**src/rtl/demul_pkg.sv**
```systemverilog
// Shared types and helpers for the 1-to-4 demux burst scheduler.
package demul_pkg;

  typedef enum logic [1:0] {
    HALT = 2'd0,
    RUN  = 2'd1,
    ADV  = 2'd2
  } state_t;

  typedef logic [1:0] chan_t;

  localparam int BURST_MIN = 1;
  localparam int BURST_MAX = 255;

  function automatic logic [3:0] onehot4(input chan_t sel);
    onehot4 = 4'b0001 << sel;
  endfunction

endpackage

```
**src/rtl/demul_rr_pick.sv**
```systemverilog
// Cyclic first-enabled-channel search starting at ptr (inclusive) or ptr+1 (exclusive).
module demul_rr_pick
  import demul_pkg::*;
(
  input  logic [1:0] ptr,
  input  logic [3:0] en,
  input  logic       incl,
  output logic [1:0] nxt_ptr,
  output logic       found
);

  logic [1:0] cand;

  // Walk from the farthest offset down so the nearest enabled channel wins;
  // the exclusive offset k+1 wraps to ptr itself at k=3.
  always_comb begin
    nxt_ptr = ptr;
    found   = 1'b0;
    cand    = ptr;
    for (int k = 3; k >= 0; k--) begin
      cand = ptr + (incl ? 2'(k) : 2'(k + 1));
      if (en[cand]) begin
        nxt_ptr = cand;
        found   = 1'b1;
      end
    end
  end

endmodule

```
**src/rtl/demul_sched.sv**
```systemverilog
// Round-robin burst scheduler feeding a 1-to-4 demux through one registered output stage.
module demul_sched
  import demul_pkg::*;
#(
  parameter int WIDTH = 8,
  parameter int BURST = 4
) (
  input  logic             clk,
  input  logic             rst_n,
  input  logic [3:0]       en,
  input  logic [WIDTH-1:0] din,
  input  logic             din_valid,
  output logic             din_ready,
  output logic [WIDTH-1:0] dout,
  output logic [1:0]       s,
  output logic [3:0]       y_valid,
  input  logic [3:0]       y_ready,
  output logic             burst_done
);

  // state | meaning
  // HALT  | no channel enabled; waits for a non-zero mask
  // RUN   | accepting words for channel ptr
  // ADV   | one bubble cycle: pick next enabled channel, clear burst count

  localparam int BURST_EFF = (BURST < BURST_MIN) ? BURST_MIN :
                             (BURST > BURST_MAX) ? BURST_MAX : BURST;
  localparam logic [7:0] CNT_LAST = 8'(BURST_EFF - 1);

  state_t           state_q, state_d;
  logic [1:0]       ptr_q, ptr_d;
  logic [7:0]       cnt_q, cnt_d;
  logic             incl_q, incl_d;
  logic             ovalid_q, ovalid_d;
  logic [WIDTH-1:0] dout_q, dout_d;
  logic [1:0]       s_q, s_d;
  logic             bd_q, bd_d;

  logic [1:0] pick_ptr;
  logic       pick_found;
  logic       acc, xfer, en_any;

  demul_rr_pick u_pick (
    .ptr    (ptr_q),
    .en     (en),
    .incl   (incl_q),
    .nxt_ptr(pick_ptr),
    .found  (pick_found)
  );

  assign en_any    = |en;
  assign xfer      = ovalid_q && y_ready[s_q];
  assign din_ready = (state_q == RUN) && en[ptr_q] && (!ovalid_q || xfer);
  assign acc       = din_valid && din_ready;

  assign dout       = dout_q;
  assign s          = s_q;
  assign y_valid    = ovalid_q ? onehot4(s_q) : 4'b0000;
  assign burst_done = bd_q;

  always_comb begin
    state_d  = state_q;
    ptr_d    = ptr_q;
    cnt_d    = cnt_q;
    incl_d   = incl_q;
    ovalid_d = ovalid_q;
    dout_d   = dout_q;
    s_d      = s_q;
    bd_d     = 1'b0;

    if (acc) begin
      dout_d   = din;
      s_d      = ptr_q;
      ovalid_d = 1'b1;
      cnt_d    = cnt_q + 8'd1;
    end else if (xfer) begin
      ovalid_d = 1'b0;
    end

    case (state_q)
      HALT: begin
        if (en_any) begin
          state_d = ADV;
          incl_d  = 1'b1;
        end
      end
      RUN: begin
        if (!en_any) begin
          state_d = HALT;
        end else if (!en[ptr_q]) begin
          state_d = ADV;
          incl_d  = 1'b0;
        end else if (acc && (cnt_q == CNT_LAST)) begin
          state_d = ADV;
          incl_d  = 1'b0;
          bd_d    = 1'b1;
        end
      end
      ADV: begin
        cnt_d = 8'd0;
        if (!en_any) begin
          state_d = HALT;
        end else begin
          state_d = RUN;
          if (pick_found) ptr_d = pick_ptr;
        end
      end
      default: state_d = HALT;
    endcase
  end

  // Undelivered output word is dropped on reset.
  always_ff @(posedge clk or negedge rst_n) begin
    if (!rst_n) begin
      state_q  <= HALT;
      ptr_q    <= 2'd0;
      cnt_q    <= 8'd0;
      incl_q   <= 1'b1;
      ovalid_q <= 1'b0;
      dout_q   <= '0;
      s_q      <= 2'd0;
      bd_q     <= 1'b0;
    end else begin
      state_q  <= state_d;
      ptr_q    <= ptr_d;
      cnt_q    <= cnt_d;
      incl_q   <= incl_d;
      ovalid_q <= ovalid_d;
      dout_q   <= dout_d;
      s_q      <= s_d;
      bd_q     <= bd_d;
    end
  end

endmodule

```
**config.mk**
```make
export PLATFORM = sky130hd
export DESIGN_NAME = demul_sched
export DESIGN_NICKNAME = d
export VERILOG_FILES = /design/src/rtl/demul_pkg.sv /design/src/rtl/demul_rr_pick.sv /design/src/rtl/demul_sched.sv
export SDC_FILE = /design/constraint.sdc
export NUM_CORES = 1
export LEC_CHECK = 0
export CORE_ASPECT_RATIO = 0.75
export CORE_MARGIN = 1
export CORE_UTILIZATION = 25
export CTS_BUF_LIST = sky130_fd_sc_hd__clkbuf_16
export DETAILED_ROUTE_END_ITERATION = 10
export GPL_TIMING_DRIVEN = 0
export PLACE_DENSITY = 0.58
export SLEW_MARGIN = 15
export SYNTH_ARGS = -nofsm -noshare
export SYNTH_HDL_FRONTEND = slang
export SYNTH_HIERARCHICAL = 1
export SYNTH_SLANG_ARGS = --single-unit
```
**constraint.sdc**
```tcl
create_clock -name clk -period 2.6 [get_ports clk]
set_clock_uncertainty 0.2 [all_clocks]
set_input_delay 0.26 -clock clk [delete_from_list [all_inputs] [get_ports clk]]
set_output_delay 0.26 -clock clk [all_outputs]
set_load 0.01 [all_outputs]
```
==> summary.md, run 1 <==
| Metric | Value |
|---|---|
| Die area | about 0.0063 mm^2 |
| Clock latency on the worst-skew pair | around 0.26 ns |
| Share of the synthesized area in the top cell type | 0.402 |
| CP Data Arrival Time | between 2 and 2.5 ns |
| RD Place Congestion | ~0.75 |
| Die width | around 91 um |
| Vias in the first global route | 1124 |
| Post-Synth Adder-Cell Area | 0.0251 |
| Largest net degree at the start of global routing | 26 |
| Die Ht | approximately 69 um |
| Cell row count | 23 |
| Syn Inst Count | between 100 and 150 |
| Ant diodes | 0 |
| Static Leak | between 0.9 and 1 nW |
| Root Driver | clkbuf_16 |
| Antenna-violating nets left | 0 |
| Largest family of logic cells by synthesized area | multiplexers |
| Post-synthesis mux area share | 0.207 |
| Logic pwr share | 0.575 |
| Worst-path cell with the longest stage delay | dfstp_2 |
| Startpoint types | register |
| Fmax | about 390 MHz |
| Area after DPL | between 0.0015 and 0.002 mm^2 |
| Drt drc | 0 |
| Critical path fanouts, max | 9 |
| Outcome | complete, no violations |
| Initial antenna violation count | 0 |
| Starting density of the core | 0.269 |
| Drt wl/cell | 12.6 um |
| Top_reg_cell synth | dfrtp_1 |
| Mapped cell area | 0.00149 mm^2 |
| FF/Latch Area | around 630 um^2 |
| Fillers | roughly 550 |
| Min Tclk post-route | 2.54 ns |
| Synth area leader | dfrtp_1 |
| Reg clk slew, reported paths | 0.06 ns |
| Net switching power | roughly 0.8 mW |
| XOR/XNOR Fraction of Synth Area | 0.0285 |
| Hold Fails Final Rpt | 0 |
| Synth Area in Compound Gates | 0.128 |
| Top-Level Pins | 35 |
| Worst IR drop on VDD | around 390 uV |
| GRT overflow | 0 |
| Ys async rst share | 1.00 |
| Top post-synthesis cells by area | dfrtp_1 40%, mux2_2 12%, mux2i_1 5.4% |
| Count of buffers from port buffering | 34 |
| Measured slew at the worst slew-check pin | a little over 0.7 ns |
| First-iteration detailed-routing DRC count | just under 60 |
| Crit path largest cell delay | about 0.53 ns |
| Design internal power | 1.47 mW |
| CP endpoint kind | register |
| Syn_nets | 162 |
| Post-layout util | 0.374 |
| Register area share after synthesis | 0.420 |
| Drt first pass iters | 4 |
| Hold WC Path Type | register to register |
| First-pass GRT wire length | about 5.4 mm |
| RSZ-0062 raised after global routing | no |
| Yosys warning total | 6 |
| Final Max Slew Viols | 0 |
| Max-slew headroom | 0.514 |
| Mean post-synth cell area | around 11 um^2 |
| Fin crit share | 0.976 |
| Global Route Usage Sum | 0.108 |
| Kind of critical path | register to register |
| Cell area after layout | 0.00208 mm^2 |
| Clk buf depth | 2 |
| Pwr Total | ~2.3 mW |
| DR vias | ~1200 |
| Post-synth EDFFs | 0 |
| Clock Sinks | 25 |
| Routed wire length | between 3 and 4 mm |
| PD cells | ~1100 mW/mm^2 |
| Sequential power share | 0.276 |
| Required @ worst endpoint | between 2 and 3 ns |
| Area Overhead vs Synth | 39.3% |
| Clock Power Share | 0.149 |
| Critical path, cell by cell | inv_1 > ha_1 > clkbuf_4 > mux4_2 > a221oi_1 > o211ai_1 > mux2_2 |
| Setup TNS | 0 ns |
| Post-DR vias/cell | between 4 and 5 |
| Layout cells sized above 1 | 0.220 |
| Simple-Gate Fraction of Synth Area | 0.162 |
| CTS Buf Count | 3 |
| Hpwl dp | between 2 and 2.5 mm |
| Register bit total from synthesis | 25 |
| Max H-tree Level | 1 |
| CTS tree | built |
| Core footprint | ~0.0056 mm^2 |
| Switching Fraction | 0.358 |
| Post-synth cell types | 42 |
| Net count, final | about 210 |
| Multi-input gate area | between 800 and 900 um^2 |
| Final setup viols | 0 |
| Maxcap violations | 0 |
==> critical path: cells and delay by family (launching register included) <==
family	cells	cell delay [ns]
DFF	1	0.53
adders and majority gates	1	0.26
buffers and inverters	2	0.24
muxes	2	0.80
AOI/OAI and AO/OA	2	0.39
==> synth_stat cells (2+ instances only) <==
cell type / n
nor4_1: 2
o22ai_1: 2
xnor2_1: 2
dfrtp_1: 24
nand3_1: 5
nor2_1: 10
o311ai_0: 2
o21ai_0: 3
ha_1: 3
a21oi_1: 2
nand4_1: 2
mux2_2: 16
inv_1: 7
mux2i_1: 8
nand2b_1: 4
o211ai_1: 3
o41ai_1: 2
nand2_1: 15
o31ai_1: 2
a22o_1: 3
clkbuf_1: 2
==> layout by cell type (no fill, tap or decap), drive strengths merged, types with 2 or more instances in the layout <==
cell type / count
clkdlybuf4s50: 30
xnor2: 2
nand2b: 4
o31ai: 2
dfrtp: 24
ha: 3
mux2i: 8
dlymetal6s2s: 3
nand3: 5
a22o: 3
nand4: 2
buf: 6
inv: 7
nor4: 2
or4: 2
clkbuf: 5
o211ai: 3
nor2: 10
o311ai: 2
a21oi: 2
o22ai: 2
o41ai: 2
o21ai: 4
nand2: 15
mux2: 18
==> metal layers <==
metal / part of all wire / global-route usage
met1: 0.51 / 0.148
met2: 0.44 / 0.169
met3: 0.058 / 0.0373
met4: 0 / 0.0159
met5: 0 / 0
==> flip-flops by register name, indices dropped and copies added, names as in the netlist <==
signal and count:
ptr_q 2, ovalid_q 1, state_q 2, dout 8, burst_done 1, s 2, incl_q 1, cnt_q 8
==> kinds of logic (layout without fill, tap and decap cells) <==
logic type,count (synthesis),in the layout
multiplexers,27,27
XOR/XNOR,3,3
AND/OR/NAND/NOR,46,46
buffers and inverters,11,53
flip-flops,25,25
AO/OA/AOI/OAI,25,25
adder cells (fa/ha/maj),3,3
==> layout make-up <==
cell class                 instances  area share
inverter                           7      0.0126
tap                               75      0.0451
multi-input combinational        104       0.409
clock inverter                     1     0.00241
sequential                        25       0.303
buffer                             3     0.00782
timing repair buffer              39       0.184
clock buffer                       3      0.0361
==> path summary, 6_finish.rpt <==
check | endpoint | slack, ns | from | cells after the start
setup / recovery | ptr_q[0] | 0.06 | incl_q | 7
setup reg to reg | ptr_q[0] | 0.06 | incl_q | 7
hold reg to reg | incl_q | 0.27 | state_q[0] | 1
min in group asynchronous | dout[1] | 0.33 | rst_n | 2
max in group asynchronous | ptr_q[0] | 1.47 | rst_n | 2
hold / removal | incl_q | 0.27 | state_q[0] | 1
==> through the flow <==
step	std cells	hold slack, ns	worst slack [ns]
floorplan	140	-0.236	0.0814
global placement	249	0.270	-0.231
detailed placement	249	0.265	-0.227
CTS	253	0.278	0.0228
global route	257	0.324	0.00142
finish	257	0.267	0.0614
==> power by group through the flow <==
stage	registers, mW	clock network (mW)	logic [mW]
global placement	0.658	0	1.20
global route	0.654	0.369	1.43
finish	0.633	0.341	1.32
CTS	0.652	0.346	1.27
floorplan	0.672	0	0.808
detailed placement	0.665	0	1.20
==> what timing repair did <==
action | in CTS | in global routing
hold buffers | 0 | 1
setup buffers | 1 | 3
setup endpoints to repair | 2 | 2
resized for setup | 7 | 4
pin swaps | 0 | 2
hold endpoints to repair | 0 | 24
Power figures use the tool's default switching activity.
==> run 2, diff against run 1 <==
MAX_ROUTING_LAYER = met4   (was default)
==> summary.md, run 2 (same netlist as run 1, synthesis figures left out) <==
| Metric | Value |
|---|---|
| Outcome | complete, no violations (unchanged) |
| Root Driver | clkbuf_16 (unchanged) |
| Placed cells | 249 (unchanged) |
| CP Data Arrival Time | 2.48 ns (about the same) |
| Critical path fanouts, max | 9 (unchanged) |
| Worst-path cell with the longest stage delay | dfstp_2 (unchanged) |
| Kind of critical path | register to register (unchanged) |
| Net switching power | 0.821 mW (was 0.820 mW) |
| Critical path, cell by cell | inv_1 > ha_1 > clkbuf_4 > mux4_2 > a221oi_1 > o211ai_1 > mux2_2 (unchanged) |
| Crit path max-delay family | multiplexers (unchanged) |
| Static Leak | 0.903 nW (unchanged) |
| Layout cells sized above 1 | 0.220 (unchanged) |
| Required @ worst endpoint | 2.54 ns (about the same) |
| WHS | 0.267 ns (about the same) |
| Clock Power Share | 0.149 (about the same) |
| Final Max Slew Viols | 0 (unchanged) |
| Commonest cells after routing, fill and taps aside | 30 x clkdlybuf4s50_1, 22 x dfrtp_1, 16 x mux2_2 (unchanged) |
| Starting density of the core | 0.269 (unchanged) |
| Die width | 91.2 um (unchanged) |
| Core footprint | 0.00555 mm^2 (unchanged) |
| Hold WC Path Type | register to register (unchanged) |
| Cell row count | 23 (unchanged) |
| Largest net degree at the start of global routing | 26 (unchanged) |
| Top-Level Pins | 35 (unchanged) |
| Max H-tree Level | 1 (unchanged) |
| Net count, final | 205 (unchanged) |
| Initial antenna violation count | 0 (unchanged) |
| Clock latency on the worst-skew pair | 0.26 ns (about the same) |
| Logic pwr share | 0.575 (about the same) |
| GRT overflow | 0 (unchanged) |
| RSZ-0062 raised after global routing | no (unchanged) |
| Fin crit share | 0.976 (about the same) |
| Ant diodes | 0 (unchanged) |
| Clk buf depth | 2 (unchanged) |
| RD Place Congestion | 0.759 (was 0.749) |
| Post-DR vias/cell | 4.76 (unchanged) |
| Global Route Usage Sum | 0.111 (was 0.108) |
| Pwr Total | 2.29 mW (about the same) |
| Routed wire length | 3.26 mm (was 3.25 mm) |
| Hold Fails Final Rpt | 0 (unchanged) |
| Die area | 0.00629 mm^2 (unchanged) |
| Min Tclk post-route | 2.54 ns (about the same) |
| Switching Fraction | 0.358 (about the same) |
| Drt wl/cell | 12.7 um (was 12.6 um) |
| Hpwl dp | 2.37 mm (unchanged) |
| Drt first pass iters | 4 (unchanged) |
| Sequential power share | 0.276 (about the same) |
| Count of buffers from port buffering | 34 (unchanged) |
| Clock Sinks | 25 (unchanged) |
| Crit path largest cell delay | 0.53 ns (about the same) |
| Die Ht | 68.9 um (unchanged) |
| CP endpoint kind | register (unchanged) |
| Startpoint types | register (unchanged) |
| Measured slew at the worst slew-check pin | 0.723 ns (unchanged) |
| Commonest non-fill, non-tap cell in the layout | clkdlybuf4s50_1 (unchanged) |
| Max-slew headroom | 0.514 (unchanged) |
| Drt drc | 0 (unchanged) |
| DR vias | 1224 (unchanged) |
| Final setup viols | 0 (unchanged) |
| First-iteration detailed-routing DRC count | 59 (unchanged) |
| First-pass GRT wire length | 5.39 mm (was 5.40 mm) |
| Worst IR drop on VDD | 389 uV (was 387 uV) |
| CTS tree | built (unchanged) |
| Vias in the first global route | 1125 (was 1124) |
| Antenna-violating nets left | 0 (unchanged) |
| Buf+Inv Stages, Crit Path | 2 (unchanged) |
| Design internal power | 1.47 mW (about the same) |
| Fmax | 394 MHz (about the same) |
| Maxcap violations | 0 (unchanged) |
| Reg clk slew, reported paths | 0.06 ns (about the same) |
| CTS Buf Count | 3 (unchanged) |
| PD cells | 1100 mW/mm^2 (about the same) |
| Non-Filler Instances | 257 (unchanged) |
| Area Overhead vs Synth | 39.3% (unchanged) |
## run 2: final timing paths
check | startpoint | end | slack, ns | cells past startpoint
max | incl_q | ptr_q[0] | 0.06 | 7
min | state_q[0] | incl_q | 0.27 | 1
max reg2reg | incl_q | ptr_q[0] | 0.06 | 7
min reg2reg | state_q[0] | incl_q | 0.27 | 1
max in group asynchronous | rst_n | ptr_q[0] | 1.47 | 2
min in group asynchronous | rst_n | dout[1] | 0.32 | 2
## run 2: power groups by stage
stage          combinational, mW  sequential [mW]  clock [mW]
6_report                    1.32            0.634       0.341
5_1_grt                     1.43            0.654       0.369
4_1_cts                     1.27            0.652       0.346
3_5_place_dp                1.20            0.665           0
3_3_place_gp                1.20            0.658           0
2_1_floorplan              0.808            0.672           0
## run 2: what timing repair did
item                                   4_1_cts  5_1_grt
resized for setup                            7        4
setup buffers                                1        3
endpoints found under the hold margin        0       24
hold buffers                                 0        1
pin swaps                                    0        2
setup endpoints to repair                    2        2
## run 2: through the flow
stage | area, um^2 | setup WS (ns) | setup TNS [ns] | util
final | 2080 | 0.0614 | 0 | 0.374
after floorplan | 1490 | 0.0814 | 0 | -
after global routing | 2080 | 0.00142 | 0 | 0.374
after global placement | 1930 | -0.231 | -0.359 | 0.347
after detailed placement | 1930 | -0.227 | -0.391 | 0.347
after CTS | 2040 | 0.0228 | 0 | 0.368
## run 2: metal layers
layer / vias up / track usage / wire length (um)
li1: 602 / - / -
met1: 590 / 0.152 / 1680
met2: 32 / 0.169 / 1420
met3: 0 / 0.0307 / 153
met4: 0 / 0.0159 / 0
met5: - / - / 0
## run 2: final cells by class
cell class              count  area (um^2)
inverters                   7         26.3
clock buffers               3         75.1
repair buffers             39          383
clock inverters             1         5.00
well taps                  75         93.8
multi-input cells         104          851
fillers                   554         3470
plain buffers               3         16.3
flip-flops and latches     25          629
==> run 3, diff against run 2 <==
--- a/config.mk
+++ b/config.mk
@@ -6,12 +6,13 @@
 export NUM_CORES = 1
 export LEC_CHECK = 0
+export ABC_CLOCK_PERIOD_IN_PS = 2600
 export CORE_ASPECT_RATIO = 0.75
 export CORE_MARGIN = 1
-export CORE_UTILIZATION = 25
+export CORE_UTILIZATION = 44
 export CTS_BUF_LIST = sky130_fd_sc_hd__clkbuf_16
 export DETAILED_ROUTE_END_ITERATION = 10
 export GPL_TIMING_DRIVEN = 0
 export MAX_ROUTING_LAYER = met4
-export PLACE_DENSITY = 0.58
+export PLACE_DENSITY = 0.86
 export SLEW_MARGIN = 15
 export SYNTH_ARGS = -nofsm -noshare
==> constraint.sdc (replaced) <==
create_clock -name clk -period 2.6 [get_ports clk]
set_clock_uncertainty 0.2 [all_clocks]
set_input_delay 0.39 -clock clk [delete_from_list [all_inputs] [get_ports clk]]
set_output_delay 0.39 -clock clk [all_outputs]
set_load 0.01 [all_outputs]
==> summary.md, run 3 (same netlist as run 1, synthesis figures left out) <==
| Metric | Value |
|---|---|
| Fillers | 239 (was 554) |
| Die area | 0.00363 mm^2 (was 0.00629 mm^2) |
| Crit path to | ptr_q[0] (unchanged) |
| Fmax | 395 MHz (was 394 MHz) |
| Pre-CTS setup slack | -0.426 ns (was -0.227 ns) |
| Maxcap violations | 0 (unchanged) |
| Area Overhead vs Synth | 37.6% (was 39.3%) |
| Drt drc | 0 (unchanged) |
| Commonest non-fill, non-tap cell in the layout | clkdlybuf4s50_1 (unchanged) |
| Clock Power Share | 0.146 (was 0.149) |
| Reg clk slew, reported paths | 0.06 ns (about the same) |
| Worst reg2reg startpoint | incl_q (unchanged) |
| Post-DR vias/cell | 5.83 (was 4.76) |
| Final setup viols | 0 (unchanged) |
| Clock Sinks | 25 (unchanged) |
| Starting density of the core | 0.484 (was 0.269) |
| Ant diodes | 0 (unchanged) |
| Initial antenna violation count | 0 (unchanged) |
| Commonest cells after routing, fill and taps aside | 28 x clkdlybuf4s50_1, 22 x dfrtp_1, 16 x mux2_2 (was 30 x clkdlybuf4s50_1, 22 x dfrtp_1, 16 x mux2_2) |
| Design internal power | 1.50 mW (was 1.47 mW) |
| Die Ht | 52.4 um (was 68.9 um) |
| Net switching power | 0.858 mW (was 0.821 mW) |
| Top-Level Pins | 35 (unchanged) |
| RSZ-0062 raised after global routing | no (unchanged) |
| Drt first pass iters | 6 (was 4) |
| Global Route Usage Sum | 0.199 (was 0.111) |
| Fin crit share | 0.974 (was 0.976) |
| Routed wire length | 3.38 mm (was 3.26 mm) |
| Kind of critical path | register to register (unchanged) |
| Min Tclk post-route | 2.53 ns (was 2.54 ns) |
| Critical path fanouts, max | 9 (unchanged) |
| Max H-tree Level | 1 (unchanged) |
| Cell row count | 17 (was 23) |
| Static Leak | 0.916 nW (was 0.903 nW) |
| GRT overflow | 0 (unchanged) |
| Root Driver | clkbuf_16 (unchanged) |
| CTS Buf Count | 3 (unchanged) |
| Worst IR drop on VDD | 765 uV (was 389 uV) |
| Drt wl/cell | 15.1 um (was 12.7 um) |
| Count of buffers from port buffering | 34 (unchanged) |
| Measured slew at the worst slew-check pin | 0.807 ns (was 0.723 ns) |
| Startpoint types | register (unchanged) |
| Logic pwr share | 0.584 (was 0.575) |
| CP endpoint kind | register (unchanged) |
| FF-to-FF setup slack | 0.07 ns (was 0.06 ns) |
| Worst reg2reg path depth | 7 (unchanged) |
| Clock latency on the worst-skew pair | 0.26 ns (about the same) |
| CTS tree | built (unchanged) |
| Required @ worst endpoint | 2.55 ns (was 2.54 ns) |
| Outcome | complete, no violations (unchanged) |
| Reg2reg end | ptr_q[0] (unchanged) |
| Vias in the first global route | 1177 (was 1125) |
| Clk buf depth | 2 (unchanged) |
| Sequential power share | 0.269 (was 0.276) |
| DR vias | 1307 (was 1224) |
| Switching Fraction | 0.364 (was 0.358) |
| RD Place Congestion | 0.896 (was 0.759) |
| PD cells | 1150 mW/mm^2 (was 1100 mW/mm^2) |
| Critical Path Start | incl_q (unchanged) |
| Area after DPL | 0.00188 mm^2 (was 0.00193 mm^2) |
| Final Max Slew Viols | 0 (unchanged) |
| Hold WC Path Type | register to register (unchanged) |
| First-pass GRT wire length | 5.38 mm (was 5.39 mm) |
| Antenna-violating nets left | 0 (unchanged) |
| Crit path setup slack, layout | 0.0669 ns (was 0.0614 ns) |
| Net count, final | 209 (was 205) |
| Hold Fails Final Rpt | 0 (unchanged) |
| First-iteration detailed-routing DRC count | 34 (was 59) |
| Core footprint | 0.00308 mm^2 (was 0.00555 mm^2) |
| Layout cells sized above 1 | 0.242 (was 0.220) |
| Max-slew headroom | 0.457 (was 0.514) |
| Hpwl dp | 2.42 mm (was 2.37 mm) |
| Die width | 69.3 um (was 91.2 um) |
| CP Data Arrival Time | 2.48 ns (about the same) |
| Largest net degree at the start of global routing | 26 (unchanged) |
| Cell area after layout | 0.00205 mm^2 (was 0.00208 mm^2) |
[run 3: how the worst min path moves through the flow]
| stage | start | slack, ns | cells after the start | end |
|---|---|---|---|---|
| 2_1_floorplan | rst_n | -0.11 | 0 | burst_done |
| 3_3_place_gp | state_q[0] | 0.26 | 1 | incl_q |
| 3_5_place_dp | state_q[0] | 0.26 | 1 | incl_q |
| 4_1_cts | state_q[0] | 0.28 | 1 | incl_q |
| 5_1_grt | state_q[0] | 0.32 | 1 | incl_q |
| 6_report | state_q[0] | 0.29 | 1 | incl_q |
[run 3: routing by layer]
layer | up-vias | track usage | part of all wire
li1 | 608 | - | -
met1 | 643 | 0.242 | 0.46
met2 | 52 | 0.338 | 0.48
met3 | 4 | 0.0519 | 0.056
met4 | 0 | 0.0476 | 0.0080
met5 | - | - | 0
[run 3: cell type report]
class                   count  area, um^2  share of cell area
clock inverters             1        5.00             0.00244
well taps                  38        47.5              0.0231
clock buffers               3        75.1              0.0365
inverters                   7        26.3              0.0128
multi-input cells         104         852               0.415
flip-flops and latches     25         629               0.306
repair buffers             43         403               0.196
plain buffers               3        16.3             0.00792
[run 3: what timing repair did]
item | CTS | global route
hold buffers | 0 | 1
resized for setup | 11 | 4
gates cloned | 0 | 0
hold endpoints to repair | 0 | 24
setup buffers | 3 | 5
pin swaps | 2 | 2
endpoints found under the setup margin | 2 | 2
[run 3: power groups by stage]
stage	Sequential (mW)	Combinational, mW	Clock (mW)
final	0.635	1.38	0.344
after global placement	0.650	1.17	0
after CTS	0.640	1.31	0.350
after floorplan	0.672	0.808	0
after global routing	0.650	1.47	0.360
after detailed placement	0.666	1.20	0
[run 3: critical path: stages, from the launching register on]
cell and delay [ns]:
dfstp_2 0.54, inv_1 0.04, ha_1 0.26, buf_4 0.17
mux4_2 0.54, a221oi_1 0.30, o211ai_1 0.11, mux2_2 0.26
[run 3: metrics by stage]
step                      hold slack, ns  instances  utilization  power, mW  TNS, ns
final                              0.292        224        0.666       2.36        0
after global placement             0.257        212        0.610       1.82   -0.612
after global routing               0.321        224        0.666       2.48        0
after detailed placement           0.265        212        0.610       1.87   -0.954
after CTS                          0.281        218        0.651       2.30  -0.0264
after floorplan                   -0.106        140            -       1.48        0
